[src/rtl/instr_seq_pkg.sv]
// Shared definitions for the instruction issue sequencer: instruction layout,
// CTRL codes and sequencer state encoding.
package instr_seq_pkg;

  localparam int INSTR_BITS = 16;

  // Field layout of one instruction word, MSB first.
  typedef struct packed {
    logic [1:0] src_a;      // [15:14]
    logic [1:0] src_b;      // [13:12]
    logic [1:0] dest;       // [11:10]
    logic [2:0] alu_op;     // [9:7]
    logic [3:0] imm;        // [6:3]
    logic       reg_write;  // [2]
    logic [1:0] ctrl;       // [1:0]
  } instr_t;

  localparam logic [1:0] CTRL_NORMAL = 2'b00;
  localparam logic [1:0] CTRL_BZ     = 2'b01;
  localparam logic [1:0] CTRL_JMP    = 2'b10;
  localparam logic [1:0] CTRL_HALT   = 2'b11;

  localparam logic [1:0] ST_IDLE   = 2'd0;
  localparam logic [1:0] ST_RUN    = 2'd1;
  localparam logic [1:0] ST_HALTED = 2'd2;

endpackage

[src/rtl/instr_prog_mem.sv]
// Program store: 2**ADDR_W words, one synchronous write port and one
// combinational read port; contents are deliberately not reset.
module instr_prog_mem
  import instr_seq_pkg::*;
#(
  parameter int ADDR_W = 4,
  parameter int DATA_W = INSTR_BITS
) (
  input  logic              clk,
  input  logic              wr_en,
  input  logic [ADDR_W-1:0] wr_addr,
  input  logic [DATA_W-1:0] wr_data,
  input  logic [ADDR_W-1:0] rd_addr,
  output logic [DATA_W-1:0] rd_data
);

  logic [DATA_W-1:0] mem [2**ADDR_W];

  always_ff @(posedge clk) begin
    if (wr_en) mem[wr_addr] <= wr_data;
  end

  assign rd_data = mem[rd_addr];

endmodule

[src/rtl/instr_issue_seq.sv]
// Issues program words to the core over valid/ready; BZ/JMP/HALT are resolved here
// as one-cycle bubbles. Define ISSUE_COUNT_EN to add the issue_cnt output.
module instr_issue_seq
  import instr_seq_pkg::*;
#(
  parameter int ADDR_W  = 4,
  parameter int INSTR_W = INSTR_BITS
) (
  input  logic               clk,
  input  logic               rst,
  input  logic               load_en,
  input  logic [ADDR_W-1:0]  load_addr,
  input  logic [INSTR_W-1:0] load_data,
  input  logic               start,
  output logic [INSTR_W-1:0] instr_out,
  output logic               instr_valid,
  input  logic               instr_ready,
  input  logic               zero_in,
  output logic [ADDR_W-1:0]  pc_out,
  output logic               busy,
`ifdef ISSUE_COUNT_EN
  output logic [15:0]        issue_cnt,
`endif
  output logic               done
);

  logic [1:0]        state;
  logic [ADDR_W-1:0] pc;
  logic              zero_q;
  instr_t            cur;
  logic              mem_we;
  logic [ADDR_W-1:0] target;
  logic [ADDR_W-1:0] pc_inc;

  // Program writes are only accepted while nothing is executing.
  assign mem_we = load_en && (state != ST_RUN);

  instr_prog_mem #(
    .ADDR_W (ADDR_W),
    .DATA_W (INSTR_W)
  ) u_mem (
    .clk     (clk),
    .wr_en   (mem_we),
    .wr_addr (load_addr),
    .wr_data (load_data),
    .rd_addr (pc),
    .rd_data (cur)
  );

  assign target = ADDR_W'(cur.imm);
  assign pc_inc = pc + ADDR_W'(1);

  // Derived from state, so instr_valid falls as soon as rst clears state.
  assign instr_valid = (state == ST_RUN) && (cur.ctrl == CTRL_NORMAL);
  assign instr_out   = instr_valid ? cur : '0;
  assign pc_out      = pc;
  assign busy        = (state == ST_RUN);
  assign done        = (state == ST_HALTED);

  always_ff @(posedge clk or posedge rst) begin
    if (rst) begin
      state  <= ST_IDLE;
      pc     <= '0;
      zero_q <= 1'b0;
    end else begin
      case (state)
        ST_IDLE, ST_HALTED: begin
          if (start) begin
            state  <= ST_RUN;
            pc     <= '0;
            zero_q <= 1'b0;
          end
        end
        ST_RUN: begin
          case (cur.ctrl)
            CTRL_NORMAL: begin
              if (instr_ready) begin
                zero_q <= zero_in;
                pc     <= pc_inc;
              end
            end
            CTRL_BZ:  pc    <= zero_q ? target : pc_inc;
            CTRL_JMP: pc    <= target;
            default:  state <= ST_HALTED;
          endcase
        end
        default: state <= ST_IDLE;
      endcase
    end
  end

`ifdef ISSUE_COUNT_EN
  always_ff @(posedge clk or posedge rst) begin
    if (rst) begin
      issue_cnt <= '0;
    end else if ((state != ST_RUN) && start) begin
      issue_cnt <= '0;
    end else if (instr_valid && instr_ready && (issue_cnt != 16'hFFFF)) begin
      issue_cnt <= issue_cnt + 16'd1;
    end
  end
`endif

endmodule
[config.mk]
export PLATFORM = sky130hd
export DESIGN_NAME = instr_issue_seq
export DESIGN_NICKNAME = d
export VERILOG_FILES = /design/src/rtl/instr_seq_pkg.sv /design/src/rtl/instr_prog_mem.sv /design/src/rtl/instr_issue_seq.sv
export SDC_FILE = /design/constraint.sdc
export NUM_CORES = 1
export LEC_CHECK = 0
export CORE_MARGIN = 2
export CORE_UTILIZATION = 40
export DETAILED_ROUTE_END_ITERATION = 16
export GPL_TIMING_DRIVEN = 0
export SETUP_SLACK_MARGIN = 0.5
export SLEW_MARGIN = 20
export SYNTH_ARGS = -nofsm -noshare
export SYNTH_HDL_FRONTEND = slang
export SYNTH_HIERARCHICAL = 1
export SYNTH_SLANG_ARGS = --single-unit
[constraint.sdc]
create_clock -name clk -period 5.71 [get_ports clk]
set_input_delay 0.571 -clock clk [delete_from_list [all_inputs] [get_ports clk]]
set_output_delay 0.571 -clock clk [all_outputs]
set_load 0.01 [all_outputs]
==> impl_metrics.yaml, run 1 <==
global_route:
  grt_pass1_vias: 5441
  grt_pass1_wl_um: 33270
  overflow: 0
  antenna_found_initial: 0
  grt_util_all_layers_pct: 16.98
  grt_max_degree: 17
layout:
  nNetsFinal: 616
  diodes: 0
  syn2layout_area_growth_pct: 19.61
  fin_area_um2: 12360
  final_core_util_pct: 48.95
  fin_cells: 937
  drive_gt1_share_pct: 24.88
synth:
  synthCells: 486
  syn-num-nets: 517
  yosysWarningCount: 6
  synth.most_common_cell: "edfxtp_1"
  syn_area_um2: 10330
  synth_edf_count: 256
  synth-async-reset-ratio_pct: 2.662
  yosys-top-cells-area: "edfxtp_1, mux4_2, mux4_1"
  yosysTopAreaCell: "edfxtp_1"
  avgSynthCellArea_um2: 21.27
  synth-seq-area-share_pct: 76.08
  synth_flop_cell: "edfxtp_1"
  ys_top_cells_by_count: "edfxtp_1, mux4_2, a22oi_1"
  ys_types: 38
  synth_top_area_share_pct: 74.38
  synth-seq-cells: 263
sta:
  hold_viol: 0
  finalCriticalPeriod_ns: 4.871
  final-setup-viol-count: 0
  worstMarginPinSlew_ns: 0.7208
  fmax_mhz: 205.3
  setup_tns_ns: 0
  max_slew_margin_pct: 51.95
  period_share_pct: 85.31
  maxSlewViolCount: 0
  fin_skew_ns: 0.02135
  rsz0062_at_grt: "false"
setup_path:
  worstPathMaxFanout: 10
  end_kind: "output pin"
  crit_arrival_ns: 4.30
  r2r_cells: 12
  r2r_end: "pc_out[3]$_DFFE_PP0P_"
  r2r_slack_ns: 2.32
  path_class: "reg -> out"
  required_ns: 5.14
  r2r_start: "pc_out[1]$_DFFE_PP0P_"
  startpoint_type: "flip-flop"
placed_design:
  dpl.hpwl_um: 15060
  gp_congestion: 0.8146
  post-place-cells: 885
  place_area_um2: 11500
  io_buffers: 48
die:
  io_pins: 49
  placementRows: 58
  start_util_pct: 40.92
  core_um2: 25250
  die_x_um: 164.7
  dieHeight_um: 164.7
  die_area_um2: 27140
clocking:
  root_buffer: "clkbuf_16"
  cts_setup_buffers: 0
  numCtsBuffers: 28
  clk_pin_slew_ns: 0.06
  cts_tree: "built"
  clock_path_buffers: 3
  clock_latency_ns: 0.55
  htreeDepth: 1
  cts.sink_count: 263
detailed_routing:
  avgRoutedWirePerCell_um: 23.72
  vias_per_cell: 5.449
  dr.pass1.iters: 5
  drtAntennaViolNets: 0
  vias: 5106
  drc: 0
  routed_wl_um: 22220
  initialDrtViolationCount: 470
job:
  maxCapViolCount: 0
power:
  p_per_area_nw_per_um2: 465.1
  peakVddDrop_mv: 0.3191
  p_leak_nw: 3.974
min_path:
  hold_class: "in -> async"
status:
  status: "complete, no violations"
## stage by stage
stage          power (mW)  setup slack, ns  hold WS, ns
5_1_grt             6.010           0.5504       0.2929
3_5_place_dp        4.116            1.272       0.5550
6_report            5.750           0.8391       0.2837
2_1_floorplan       3.475            2.615       0.3744
3_3_place_gp        4.083            1.318       0.5603
4_1_cts             5.803           0.6852       0.2706
## cell type report
| type | count | area [µm²] |
|---|---|---|
| fillers | 2082 | 12890 |
| flip-flops and latches | 263 | 7863 |
| multi-input cells | 193 | 2350 |
| clock buffers | 32 | 715.7 |
| repair buffers | 69 | 698.2 |
| well taps | 330 | 412.9 |
| clock inverters | 20 | 148.9 |
| plain buffers | 24 | 146.4 |
| inverters | 6 | 27.53 |
## cell families after synthesis
group / Yosys count / synth area share [%]
AOI/OAI and AO/OA: 48 / 3.378
xor gates and xnor gates: 1 / 0.08476
adders and majority gates: 5 / 0.6053
buffers and inverters: 30 / 1.671
DFF: 263 / 76.08
muxes: 66 / 14.55
and+or+nand+nor: 73 / 3.632
## how the worst max path moves through the flow
stage                     startpoint                         to
2_1_floorplan  pc_out[0]$_DFFE_PP0P_              instr_out[10]
3_3_place_gp                 load_en  u_mem/mem[0][9]$_DFFE_PP_
3_5_place_dp   pc_out[1]$_DFFE_PP0P_              instr_out[10]
4_1_cts        pc_out[1]$_DFFE_PP0P_              instr_out[10]
5_1_grt        pc_out[1]$_DFFE_PP0P_               instr_out[7]
6_report       pc_out[1]$_DFFE_PP0P_              instr_out[10]
## placed cells by master (no fill, tap or decap), drive strengths merged
cell type | Yosys | final
a21boi | 1 | 1
a21o | 1 | 1
a21oi | 6 | 6
a22o | 1 | 1
a22oi | 33 | 33
a31o | 1 | 1
a31oi | 1 | 1
a32oi | 2 | 2
and2 | 19 | 19
and3b | 1 | 1
buf | 15 | 35
bufinv | 0 | 1
clkbuf | 9 | 42
clkdlybuf4s50 | 0 | 48
clkinv | 1 | 13
clkinvlp | 0 | 6
dfrtp | 7 | 7
edfxtp | 256 | 256
ha | 5 | 5
inv | 5 | 6
mux2 | 1 | 1
mux2i | 1 | 1
mux4 | 64 | 64
nand2 | 20 | 20
nand2b | 3 | 3
nand3 | 5 | 5
nand3b | 2 | 2
nor2 | 13 | 13
nor2b | 3 | 3
nor3 | 4 | 4
o21ai | 2 | 2
or2b | 2 | 2
or3b | 1 | 1
xnor2 | 1 | 1
## routing by layer
layer | up-vias | track usage (%) | share of wire [%]
met1 | 2651 | 22.32 | 41
met4 | 0 | 4.190 | 2.4
li1 | 2231 | - | -
met3 | 43 | 3.089 | 6.3
met5 | - | 0 | 0
met2 | 181 | 29.50 | 50
## sequential cells by signal, summed over array words and instances, names as in the netlist
| name | count |
|---|---|
| u_mem/mem | 256 |
| pc_out | 4 |
| state | 2 |
| zero_q | 1 |
## worst max-delay path, stage by stage (launching register included)
cell and delay, ns:
dfrtp_1 0.42, buf_2 0.30, clkbuf_1 0.59, mux4_2 0.41, a22oi_1 0.20, nand2_1 0.16, inv_1 0.11, ha_1 0.21
and3b_1 0.17, clkbuf_2 0.18, buf_2 0.28, and2_1 0.19, clkdlybuf4s50_1 0.54
## report_power, final
group	internal, mW	switching, mW
sequential	2.18	0.0388
combinational	0.872	0.981
clock	0.949	0.730
## timing repair
item	in CTS	in global routing
gates resized for setup	0	1
setup endpoints to repair	0	9
hold buffers	0	0
No activity file was read; power rests on OpenSTA's default activity.
==> inputs of run 2 (changes only) <==
--- a/config.mk
+++ b/config.mk
@@ -9,6 +9,7 @@
 export CORE_UTILIZATION = 40
 export DETAILED_ROUTE_END_ITERATION = 16
 export GPL_TIMING_DRIVEN = 0
+export MAX_ROUTING_LAYER = met4
 export SETUP_SLACK_MARGIN = 0.5
 export SLEW_MARGIN = 20
 export SYNTH_ARGS = -nofsm -noshare
==> impl_metrics.yaml, run 2 (same netlist as run 1, synthesis figures left out) <==
layout:
  final_cell_mix: "edfxtp_1, mux4_2, clkdlybuf4s50_1"
  layout_commonest_cell: "edfxtp_1"
  fin_area_um2: 12360
  nNetsFinal: 616
  top_register: "u_mem/mem"
  final_core_util_pct: 48.95
  diodes: 0
  drive_gt1_share_pct: 24.88
  largest_reg_flops: 256
  syn2layout_area_growth_pct: 19.61
die:
  start_util_pct: 40.92
  dieHeight_um: 164.7
  io_pins: 49
  core_um2: 25250
  die_x_um: 164.7
  die_area_um2: 27140
  placementRows: 58
sta:
  finalCriticalPeriod_ns: 4.890
  rsz0062_at_grt: "false"
  hold_viol: 0
  holdWs_ns: 0.2790
  worstMarginPinSlew_ns: 0.7583
  maxSlewViolCount: 0
  max_slew_margin_pct: 49.44
  fmax_mhz: 204.5
  final-setup-viol-count: 0
  period_share_pct: 85.64
  fin_skew_ns: 0.01860
  setup_tns_ns: 0
setup_path:
  max_stage_delay_ns: 0.62
  r2r_slack_ns: 2.30
  path_class: "reg -> out"
  worstPathMaxFanout: 10
  crit_top_cell: "buf_2"
  required_ns: 5.14
  cp_top_family: "buffers and inverters"
  path_buf_inv: 6
  r2r_cells: 12
  crit_arrival_ns: 4.32
  slowest_stage: "clkbuf_1"
  r2r_end: "pc_out[3]$_DFFE_PP0P_"
  cp_cell_sequence: "buf_2 -> clkbuf_1 -> mux4_2 -> a22oi_1 -> nand2_1 -> inv_1 -> ha_1 -> and3b_1 -> clkbuf_2 -> buf_2 -> and2_1 -> clkdlybuf4s50_1"
  end_kind: "output pin"
  r2r_start: "pc_out[1]$_DFFE_PP0P_"
  startpoint_type: "flip-flop"
detailed_routing:
  avgRoutedWirePerCell_um: 23.78
  drc: 0
  vias_per_cell: 5.467
  routed_wl_um: 22280
  drtAntennaViolNets: 0
  dr.pass1.iters: 7
  initialDrtViolationCount: 441
  vias: 5123
global_route:
  grt_pass1_wl_um: 33350
  grt_util_all_layers_pct: 17.53
  overflow: 0
  grt_max_degree: 17
  antenna_found_initial: 0
  grt_pass1_vias: 5434
clocking:
  numCtsBuffers: 28
  clock_path_buffers: 3
  htreeDepth: 1
  clock_latency_ns: 0.55
  cts_resized: 0
  postCtsHoldBufs: 0
  cts_tree: "built"
  root_buffer: "clkbuf_16"
  cts_setup_buffers: 0
  clk_pin_slew_ns: 0.06
  cts.sink_count: 263
status:
  status: "complete, no violations"
power:
  peakVddDrop_mv: 0.3189
  p_leak_nw: 3.974
  total_power_mw: 5.748
  p_per_area_nw_per_um2: 465.0
min_path:
  hold_class: "in -> async"
job:
  maxCapViolCount: 0
placed_design:
  place_area_um2: 11500
  gp_congestion: 0.8266
  io_buffers: 48
  dpl.hpwl_um: 15060
[run 2: worst max path at each step]
| stage | startpoint | end | cells after the start | slack [ns] |
|---|---|---|---|---|
| 2_1_floorplan | pc_out[0]$_DFFE_PP0P_ | instr_out[10] | 11 | 2.62 |
| 3_3_place_gp | load_en | u_mem/mem[0][9]$_DFFE_PP_ | 4 | 1.32 |
| 3_5_place_dp | pc_out[1]$_DFFE_PP0P_ | instr_out[10] | 12 | 1.27 |
| 4_1_cts | pc_out[1]$_DFFE_PP0P_ | instr_out[10] | 12 | 0.69 |
| 5_1_grt | pc_out[1]$_DFFE_PP0P_ | instr_out[7] | 12 | 0.54 |
| 6_report | pc_out[1]$_DFFE_PP0P_ | instr_out[10] | 12 | 0.82 |
[run 2: final cells by class]
cell class | instances | area, µm²
timing repair buffer | 69 | 698.2
inverter | 6 | 27.53
clock buffer | 32 | 715.7
sequential | 263 | 7863
clock inverter | 20 | 148.9
fill | 2082 | 12890
multi-input combinational | 193 | 2350
buffer | 24 | 146.4
tap | 330 | 412.9
[run 2: metrics by stage]
step	cells	setup slack, ns
after floorplan	486	2.615
after global placement	864	1.318
after detailed placement	885	1.272
after CTS	937	0.6852
after global routing	937	0.5406
final	937	0.8202
[run 2: power by group]
part	internal, mW	switching [mW]
Sequential	2.18	0.0386
Combinational	0.872	0.982
Clock	0.948	0.728
[run 2: routing by layer]
layer  track usage, %  share of wire (%)  wire length (µm)
met1            22.45                 42              9256
met2            29.48                 50             11230
met3            3.089                6.2              1380
met4            4.190                1.9               420
met5                -                  0                 0
==> inputs of run 3 (changes only) <==
--- a/config.mk
+++ b/config.mk
@@ -5,6 +5,7 @@
 export SDC_FILE = /design/constraint.sdc
 export NUM_CORES = 1
 export LEC_CHECK = 0
+export CAP_MARGIN = 20
 export CORE_MARGIN = 2
 export CORE_UTILIZATION = 40
 export DETAILED_ROUTE_END_ITERATION = 16
==> results of run 3 <==
The final DEF is identical to that of run 2; final timing and power are the same.
